===== src/rtl/wb_port_arbiter.sv =====
// Register-file write-port arbiter: pipeline writeback vs queued long-latency results (optional WB_ARB_BYPASS_EN).
// Latency: rf_* registered one cycle after grant; queued lu results need >=2 cycles unless bypassed.
// Backpressure: lu_ready_o drops while the FIFO is full; stall_o holds the pipeline when a starved FIFO head is forced through.
module wb_port_arbiter #(
    parameter int DEPTH    = 4,
    parameter int MAX_WAIT = 3
) (
    input  logic                    clk,
    input  logic                    rst,
    input  logic                    pipe_valid_i,
    input  logic [4:0]              pipe_rd_i,
    input  logic [31:0]             pipe_data_i,
    output logic                    stall_o,
    input  logic                    lu_valid_i,
    output logic                    lu_ready_o,
    input  logic [4:0]              lu_rd_i,
    input  logic [31:0]             lu_data_i,
    output logic                    rf_we_o,
    output logic [4:0]              rf_rd_o,
    output logic [31:0]             rf_wd_o,
    output logic [$clog2(DEPTH):0]  buf_count_o
);
    localparam int AW = $clog2(DEPTH);
    localparam int CW = AW + 1;
    localparam int WW = $clog2(MAX_WAIT + 1);

    logic [4:0]       fifo_rd_q   [DEPTH];
    logic [31:0]      fifo_data_q [DEPTH];
    logic [DEPTH-1:0] kill_q, kill_d;
    logic [AW-1:0]    wptr_q, wptr_d, rptr_q, rptr_d;
    logic [CW-1:0]    count_q, count_d;
    logic [WW-1:0]    wait_q, wait_d;
    logic             rf_we_q, rf_we_d;
    logic [4:0]       rf_rd_q, rf_rd_d;
    logic [31:0]      rf_wd_q, rf_wd_d;

    logic head_vld, head_kill, head_live;
    logic lu_grant, pipe_grant, bypass, push, pop, squash;

    assign head_vld   = (count_q != '0);
    assign head_kill  = kill_q[rptr_q];
    assign head_live  = head_vld && !head_kill;
    assign lu_grant   = head_live && (!pipe_valid_i || wait_q == WW'(MAX_WAIT));
    assign pipe_grant = pipe_valid_i && !lu_grant;
    assign stall_o    = pipe_valid_i && lu_grant;
    assign lu_ready_o = (count_q < CW'(DEPTH));

`ifdef WB_ARB_BYPASS_EN
    // Idle port and empty queue: the result skips the FIFO and writes next cycle.
    assign bypass = lu_valid_i && !head_vld && !pipe_valid_i;
`else
    assign bypass = 1'b0;
`endif

    assign push   = lu_valid_i && lu_ready_o && !bypass;
    assign pop    = head_vld && (head_kill || lu_grant);
    assign squash = pipe_grant && (pipe_rd_i != 5'd0);

    always_comb begin
        kill_d = kill_q;
        if (squash) begin
            for (int i = 0; i < DEPTH; i++) begin
                if (fifo_rd_q[i] == pipe_rd_i) kill_d[i] = 1'b1;
            end
        end
        // A result pushed alongside a younger pipe write to the same rd is born dead.
        if (push) kill_d[wptr_q] = squash && (lu_rd_i == pipe_rd_i);
    end

    always_comb begin
        wptr_d  = push ? wptr_q + AW'(1) : wptr_q;
        rptr_d  = pop  ? rptr_q + AW'(1) : rptr_q;
        count_d = count_q + CW'(push) - CW'(pop);
        wait_d  = wait_q;
        if (!head_live || lu_grant) begin
            wait_d = '0;
        end else if (wait_q != WW'(MAX_WAIT)) begin
            wait_d = wait_q + WW'(1);
        end
    end

    always_comb begin
        rf_rd_d = rf_rd_q;
        rf_wd_d = rf_wd_q;
        if (lu_grant) begin
            rf_rd_d = fifo_rd_q[rptr_q];
            rf_wd_d = fifo_data_q[rptr_q];
        end else if (bypass) begin
            rf_rd_d = lu_rd_i;
            rf_wd_d = lu_data_i;
        end else if (pipe_grant) begin
            rf_rd_d = pipe_rd_i;
            rf_wd_d = pipe_data_i;
        end
        rf_we_d = (lu_grant || bypass || pipe_grant) && (rf_rd_d != 5'd0);
    end

    always_ff @(posedge clk) begin
        if (push) begin
            fifo_rd_q[wptr_q]   <= lu_rd_i;
            fifo_data_q[wptr_q] <= lu_data_i;
        end
    end

    always_ff @(posedge clk) begin
        if (rst) begin
            kill_q  <= '0;
            wptr_q  <= '0;
            rptr_q  <= '0;
            count_q <= '0;
            wait_q  <= '0;
            rf_we_q <= 1'b0;
            rf_rd_q <= '0;
            rf_wd_q <= '0;
        end else begin
            kill_q  <= kill_d;
            wptr_q  <= wptr_d;
            rptr_q  <= rptr_d;
            count_q <= count_d;
            wait_q  <= wait_d;
            rf_we_q <= rf_we_d;
            rf_rd_q <= rf_rd_d;
            rf_wd_q <= rf_wd_d;
        end
    end

    assign rf_we_o     = rf_we_q;
    assign rf_rd_o     = rf_rd_q;
    assign rf_wd_o     = rf_wd_q;
    assign buf_count_o = count_q;
endmodule


===== config.mk =====
export PLATFORM = sky130hd
export DESIGN_NAME = wb_port_arbiter
export DESIGN_NICKNAME = d
export VERILOG_FILES = /design/src/rtl/wb_port_arbiter.sv
export SDC_FILE = /design/constraint.sdc
export NUM_CORES = 1
export LEC_CHECK = 0
export CAP_MARGIN = 30
export CORE_MARGIN = 2
export CORE_UTILIZATION = 35
export DETAILED_ROUTE_END_ITERATION = 16
export GPL_ROUTABILITY_DRIVEN = 1
export PLACE_DENSITY = 0.6
export REMOVE_ABC_BUFFERS = 1
export SKIP_LAST_GASP = 1
export SYNTH_ARGS = -nofsm -noshare
export SYNTH_HDL_FRONTEND = slang
export SYNTH_SLANG_ARGS = --single-unit

===== constraint.sdc =====
create_clock -name clk -period 4 [get_ports clk]
set_clock_uncertainty 0.05 [all_clocks]
set_input_delay 0.4 -clock clk [delete_from_list [all_inputs] [get_ports clk]]
set_output_delay 0.4 -clock clk [all_outputs]
set_load 0.05 [all_outputs]

# Yosys cells after proc, flatten, opt, wreduce, memory -nomap -nowiden
# Memories as Yosys holds them, arrays and structs flattened. A register that Yosys moved wholly into a read port is not among the register bits.
# Cells that the tools add are included.
word_totals:
  ff_bits: 51
  mem_bits_rw: 148
  input_bits: 78
  n_memories: 2
mem_list:
  columns: ["memory", "depth", "word_bits", "rd", "rd_clocked_by_memory_dff", "write_ports", "line", "rtl"]
  rows:
  - ["fifo_data_q", 4, 32, 1, 1, 1, "28", "logic [31:0] fifo_data_q [DEPTH];"]
  - ["fifo_rd_q", 4, 5, 5, 1, 1, "27", "logic [4:0] fifo_rd_q [DEPTH];"]
op_classes:
  addsub: 5
  reduce_logical: 23
  order_cmp: 4
  muxes: 21
  n_eq_ne: 7
op_table:
  columns: ["operator", "count"]
  rows:
  - ["two-way mux 32 bit", 2]
  - ["== test 5 bit", 5]
  - ["logical AND 1 bit", 10]
  - ["two-way mux 5 bit", 2]
  - ["nonzero test 5 bit", 2]
  - ["two-way mux 1 bit", 8]
  - ["two-way mux 2 bit", 4]
  - ["two-way mux 4 bit", 2]
  - ["adder 2 x 1 -> 2 bit (second input constant)", 3]
  - ["less-than comparator 2 x 3 -> 1 bit (second input constant)", 2]
  - ["bitwise mux 4 bit", 1]
  - ["zero test 1 bit", 4]
  - ["logical OR 1 bit", 4]
  - ["adder 3 x 1 -> 3 bit", 1]
  - ["less-than comparator 3 bit (second input constant)", 1]
  - ["nonzero test 3 bit", 1]
  - ["subtractor 3 x 1 -> 3 bit", 1]
  - ["binary-select mux 1 bit (select 2 bit)", 1]
  - ["demux 1 bit (select 2 bit)", 1]
  - ["== test 2 bit (second input constant)", 1]
  - ["greater-or-equal comparator 2 x 1 -> 1 bit (second input constant)", 1]
  - ["!= test 2 bit (second input constant)", 1]
  - ["nonzero test 2 bit", 1]
  - ["OR reduction 2 bit", 1]

# Longest topological paths before layout
depth:
  ltp_word: 11
  ltp_mapped: 12

# Worst setup path after synthesis
# No wires, ideal clock.
synth_timing:
  kind: "reg-to-reg"
  start: "reg rptr_q[0]"
  end: "reg count_q[2] (netlist: buf_count_o[2])"
  required_time_ns: 3.822
  slack_ns: 1.364
  t_arrival_ns: 2.458
  setup_ns: 0.128
  path_stages_with_launch: 12
  n_path_buf: 0
  cell_sequence: "dfxtp_1 -> mux4_2 -> o21ai_0 -> inv_1 -> ha_1 -> inv_1 -> ha_1 -> inv_1 -> fa_1 -> xor2_1 -> xnor2_1 -> nor2_1"
synth_via:
  elab_chain_cells: 8
synth_lines:
  columns: ["item", "line", "rtl"]
  rows:
  - ["start: declaration", "30", "logic [AW-1:0] wptr_q, wptr_d, rptr_q, rptr_d;"]
  - ["start signal: assignment", "118", "rptr_q <= rptr_d;"]
  - ["binary-select mux 1 bit (select 2 bit) (*)", "41", "assign head_kill = kill_q[rptr_q];"]
  - ["two-way mux 1 bit (implied by the code) (*)", "41", null]
  - ["zero test 1 bit", "42", "assign head_live = head_vld && !head_kill;"]
  - ["logical AND 1 bit", "42", null]
  - ["logical AND 1 bit", "43", "assign lu_grant = head_live && (!pipe_valid_i || wait_q == WW'(MAX_WAIT));"]
  - ["logical OR 1 bit (*)", "56", "assign pop = head_vld && (head_kill || lu_grant);"]
  - ["logical AND 1 bit (*)", "56", null]
  - ["named net pop", "38", "logic lu_grant, pipe_grant, bypass, push, pop, squash;"]
  - ["subtractor 3 x 1 -> 3 bit (*)", "73", "count_d = count_q + CW'(push) - CW'(pop);"]
  - ["end signal: assignment", "119", "count_q <= count_d;"]
  - ["end: declaration", "31", "logic [CW-1:0] count_q, count_d;"]
# Mark *: on every way through the listed nets, which the timed path passes. The rest lies on a longest branch. The select of a mux whose other input is x is not followed.
# A chain may end at the register's enable or synchronous reset.

# Final worst setup path
layout_timing:
  start: "reg rptr_q[0]"
  end: "out stall_o"
layout_via:
  elab_chain_cells: 6
layout_lines:
  columns: ["item", "line", "rtl"]
  rows:
  - ["binary-select mux 1 bit (select 2 bit)", "41", null]
  - ["two-way mux 1 bit (implied by the code)", "41", null]
  - ["zero test 1 bit", "42", null]
  - ["logical AND 1 bit", "42", null]
  - ["logical AND 1 bit", "43", null]
  - ["logical AND 1 bit", "45", "assign stall_o = pipe_valid_i && lu_grant;"]
  - ["end: declaration", "13", "output logic stall_o,"]
# No other way between the ends. The select of a mux whose other input is x is not followed.

==> qor.yml <==
yosys:
  synth_xor_xnor_area_share_pct: 3.260
  syn_area_per_cell_um2: 15.41
  yosys_warnings: 0
  synth_mux_area_share_pct: 11.78
  ys_top_cells_by_area: "edfxtp_1 55%, dfxtp_1 13%, mux4_2 11%, a311oi_1 3.5%, xor2_1 3.0%"
  post-synth-top-area-cell: "edfxtp_1"
  synth_compound_area_share_pct: 4.797
  synth_top_family_by_area: "multiplexers"
  synth_cell_type_count: 35
  syn_area_um2: 8059
  yosysSeqAreaShare_pct: 68.31
  netlist.area_leader.share_pct: 55.15
  yosys.area_share.simple_pct: 7.902
  syn_inst: 523
  synth.ff_latch_count: 201
  synth_fa_ha_area_share_pct: 1.335
worst_setup_path:
  start_kind: "flop"
  required_ns: 3.55
  ff2ff_path_depth: 11
  cp.arrival_ns: 2.36
  setup.worst_path.end_class: "primary output"
  r2r_setup_slack_ns: 1.20
  reg2reg_to: "buf_count_o[2]$_SDFF_PP0_"
  critical_path_class: "reg2out"
  path_max_fanout: 17
  worstPathCellList: "mux4_2, nor3_4, buf_4, and2_1, buf_4"
  r2r_start: "rptr_q[0]$_SDFFE_PP0P_"
  cp_common_cell: "buf_4"
  crit_path_top_delay_cell: "mux4_2"
  critPathMaxStageDelay_ns: 0.61
routing:
  drtIter0Drc: 260
  drt_wl_total_um: 17630
  top_layer_used: "met5"
  drt-vias-per-instance: 5.055
  antenna_left: 0
  wl_met3_um: 971
  wl_met1_um: 7595
  vias: 4772
  wl_met2_um: 8735
  first_pass_iters: 4
  routedWlPerCell_um: 18.67
  drcViolationCount: 0
hold_path:
  hp-start: "rst"
  hold_path_end: "rf_rd_o[3]$_SDFF_PP0_"
  hold_depth: 2
  min_path_type: "in2reg"
layout:
  final_cell_mix: "148 x edfxtp_1, 118 x clkdlybuf4s50_1, 64 x nand2_1, 55 x nor2_1, 51 x dfxtp_1"
  final_area_um2: 10230
  area_delta_synth_final_pct: 26.92
  multi_input_area_um2: 2361
  nets: 729
  final_common_cell: "edfxtp_1"
  layout-drive-gt1-share_pct: 14.72
  ff_latch_area_um2: 5510
  n_fill_cell: 1968
  n_antenna_cell: 0
die:
  core-area_um2: 22640
  die_y_um: 155.7
  start_util_pct: 35.60
  num_rows: 55
  die-area_um2: 24250
  die_w_um: 155.7
  pin_count: 121
clock_network:
  clk_latency_ns: 0.50
  hold_buffers: 0
  cts_inserted_buffers: 23
  cts-root-buf: "clkbuf_16"
  clk_pin_slew_worst_paths_ns: 0.06
  cts-resized-gates: 0
  cts_tree: "done"
  cts_max_path_buffers: 3
  cts.sinks: 201
  cts_setup_buffers: 0
  cts_max_level: 1
placed_design:
  post_dp_cell_area_um2: 9543
  dp_hpwl_um: 11460
  io_buffers: 120
  gp_congestion: 0.7639
  place_ws_ns: 1.053
timing:
  fin_crit_sh_pct: 70.27
  period_minus_slack_ns: 2.811
  worst_slack_ns: 1.189
  hold_ws_ns: 0.2688
  setup_viol: 0
  fin_setup_tns_ns: 0
  rsz0062_at_grt: "false"
  report.final.slew_viol_count: 0
  hold_viol_final: 0
  max_slew.worst_pin.slew_ns: 0.7976
  slew_headroom_pct: 46.68
  max_freq_ghz: 0.3558
grt:
  grt_util_all_layers_pct: 14.88
  grt_max_degree: 38
  grt_pass1_vias: 5124
  grt_antenna_before_repair: 1
  overflow: 0
  grt_pass1_wl_um: 28070
power_and_ir_drop:
  leakagePower_nw: 3.504
  ir_drop_mv: 0.3181
  powerDensity_nw_per_um2: 659.0
outcome:
  status: "finished, final reports clean"
flow_run:
  drv.max_cap_violation_count: 0
sequential cells by signal, indices dropped and copies added (netlist names), named ones only:
name,flops
wptr_q,2
rf_we_o,1
rptr_q,2
rf_rd_o,5
rf_wd_o,32
kill_q,4
fifo_data_q,128
fifo_rd_q,20
wait_q,2
buf_count_o,3
worst max-delay path: cells and delay by family, from the launching register on:
family | cells | cell delay [ns]
buffers and inverters | 2 | 0.49
muxes | 1 | 0.61
and+or+nand+nor | 2 | 0.38
DFF | 1 | 0.38
cells by family after synthesis:
| group | Yosys count |
|---|---|
| AO/OA/AOI/OAI | 45 |
| adder cells (fa/ha/maj) | 8 |
| XOR/XNOR | 30 |
| multiplexers | 47 |
| buffers and inverters | 43 |
| AND/OR/NAND/NOR | 149 |
| flip-flops | 201 |
worst max-delay path by stage:
| stage | startpoint | to | slack (ns) | depth (start not counted) |
|---|---|---|---|---|
| floorplan | buf_count_o[1]$_SDFF_PP0_ | rf_wd_o[0]$_SDFFE_PP0P_ | 0.27 | 3 |
| global placement | pipe_valid_i | buf_count_o[2]$_SDFF_PP0_ | 1.05 | 13 |
| detailed placement | pipe_valid_i | buf_count_o[2]$_SDFF_PP0_ | 1.05 | 13 |
| CTS | rptr_q[0]$_SDFFE_PP0P_ | stall_o | 1.14 | 5 |
| global route | rptr_q[0]$_SDFFE_PP0P_ | buf_count_o[2]$_SDFF_PP0_ | 0.94 | 11 |
| finish | rptr_q[0]$_SDFFE_PP0P_ | stall_o | 1.19 | 5 |
final cells by class:
cell class	instances	share of cell area, %
Clock buffer	33	6.287
Sequential cell	201	53.87
Tap cell	285	3.486
Inverter	7	0.2569
Timing Repair Buffer	131	12.60
Clock inverter	8	0.4159
Multi-Input combinational cell	279	23.08
layer usage:
| layer | global-route usage, % | vias to the layer above |
|---|---|---|
| met4 | 3.976 | 2 |
| met1 | 19.51 | 2406 |
| met3 | 3.250 | 29 |
| li1 | - | 2212 |
| met5 | 0 | - |
| met2 | 25.14 | 123 |
power breakdown:
group	total [mW]	leakage, nW	internal [mW]	switching (mW)
registers	2.80	1.79	2.58	0.223
logic	2.04	1.37	0.804	1.23
clock network	1.90	0.336	1.12	0.789
synth_stat cells (all sizes together):
cell type,count
edfxtp,148
nand2,64
nor2,55
dfxtp,53
mux4,38
a311oi,32
xor2,28
clkbuf,21
buf,15
nor3,9
ha,7
inv,7
mux2i,6
and2,5
nand4,5
a221oi,4
mux2,3
nor2b,3
a211oi,2
a21oi,2
nand2b,2
or2,2
or3,2
xnor2,2
a21boi,1
a41oi,1
fa,1
nor4,1
nor4b,1
o211ai,1
o21ai,1
o21bai,1
metrics by stage:
step / total power, mW / utilization [%] / cells
2_1_floorplan: 4.175 / - / 487
6_report: 6.741 / 45.18 / 944
4_1_cts: 6.833 / 45.18 / 944
5_1_grt: 7.079 / 45.18 / 944
3_3_place_gp: 4.874 / 42.06 / 902
3_5_place_dp: 4.919 / 42.15 / 903
Power figures use the tool's default switching activity.
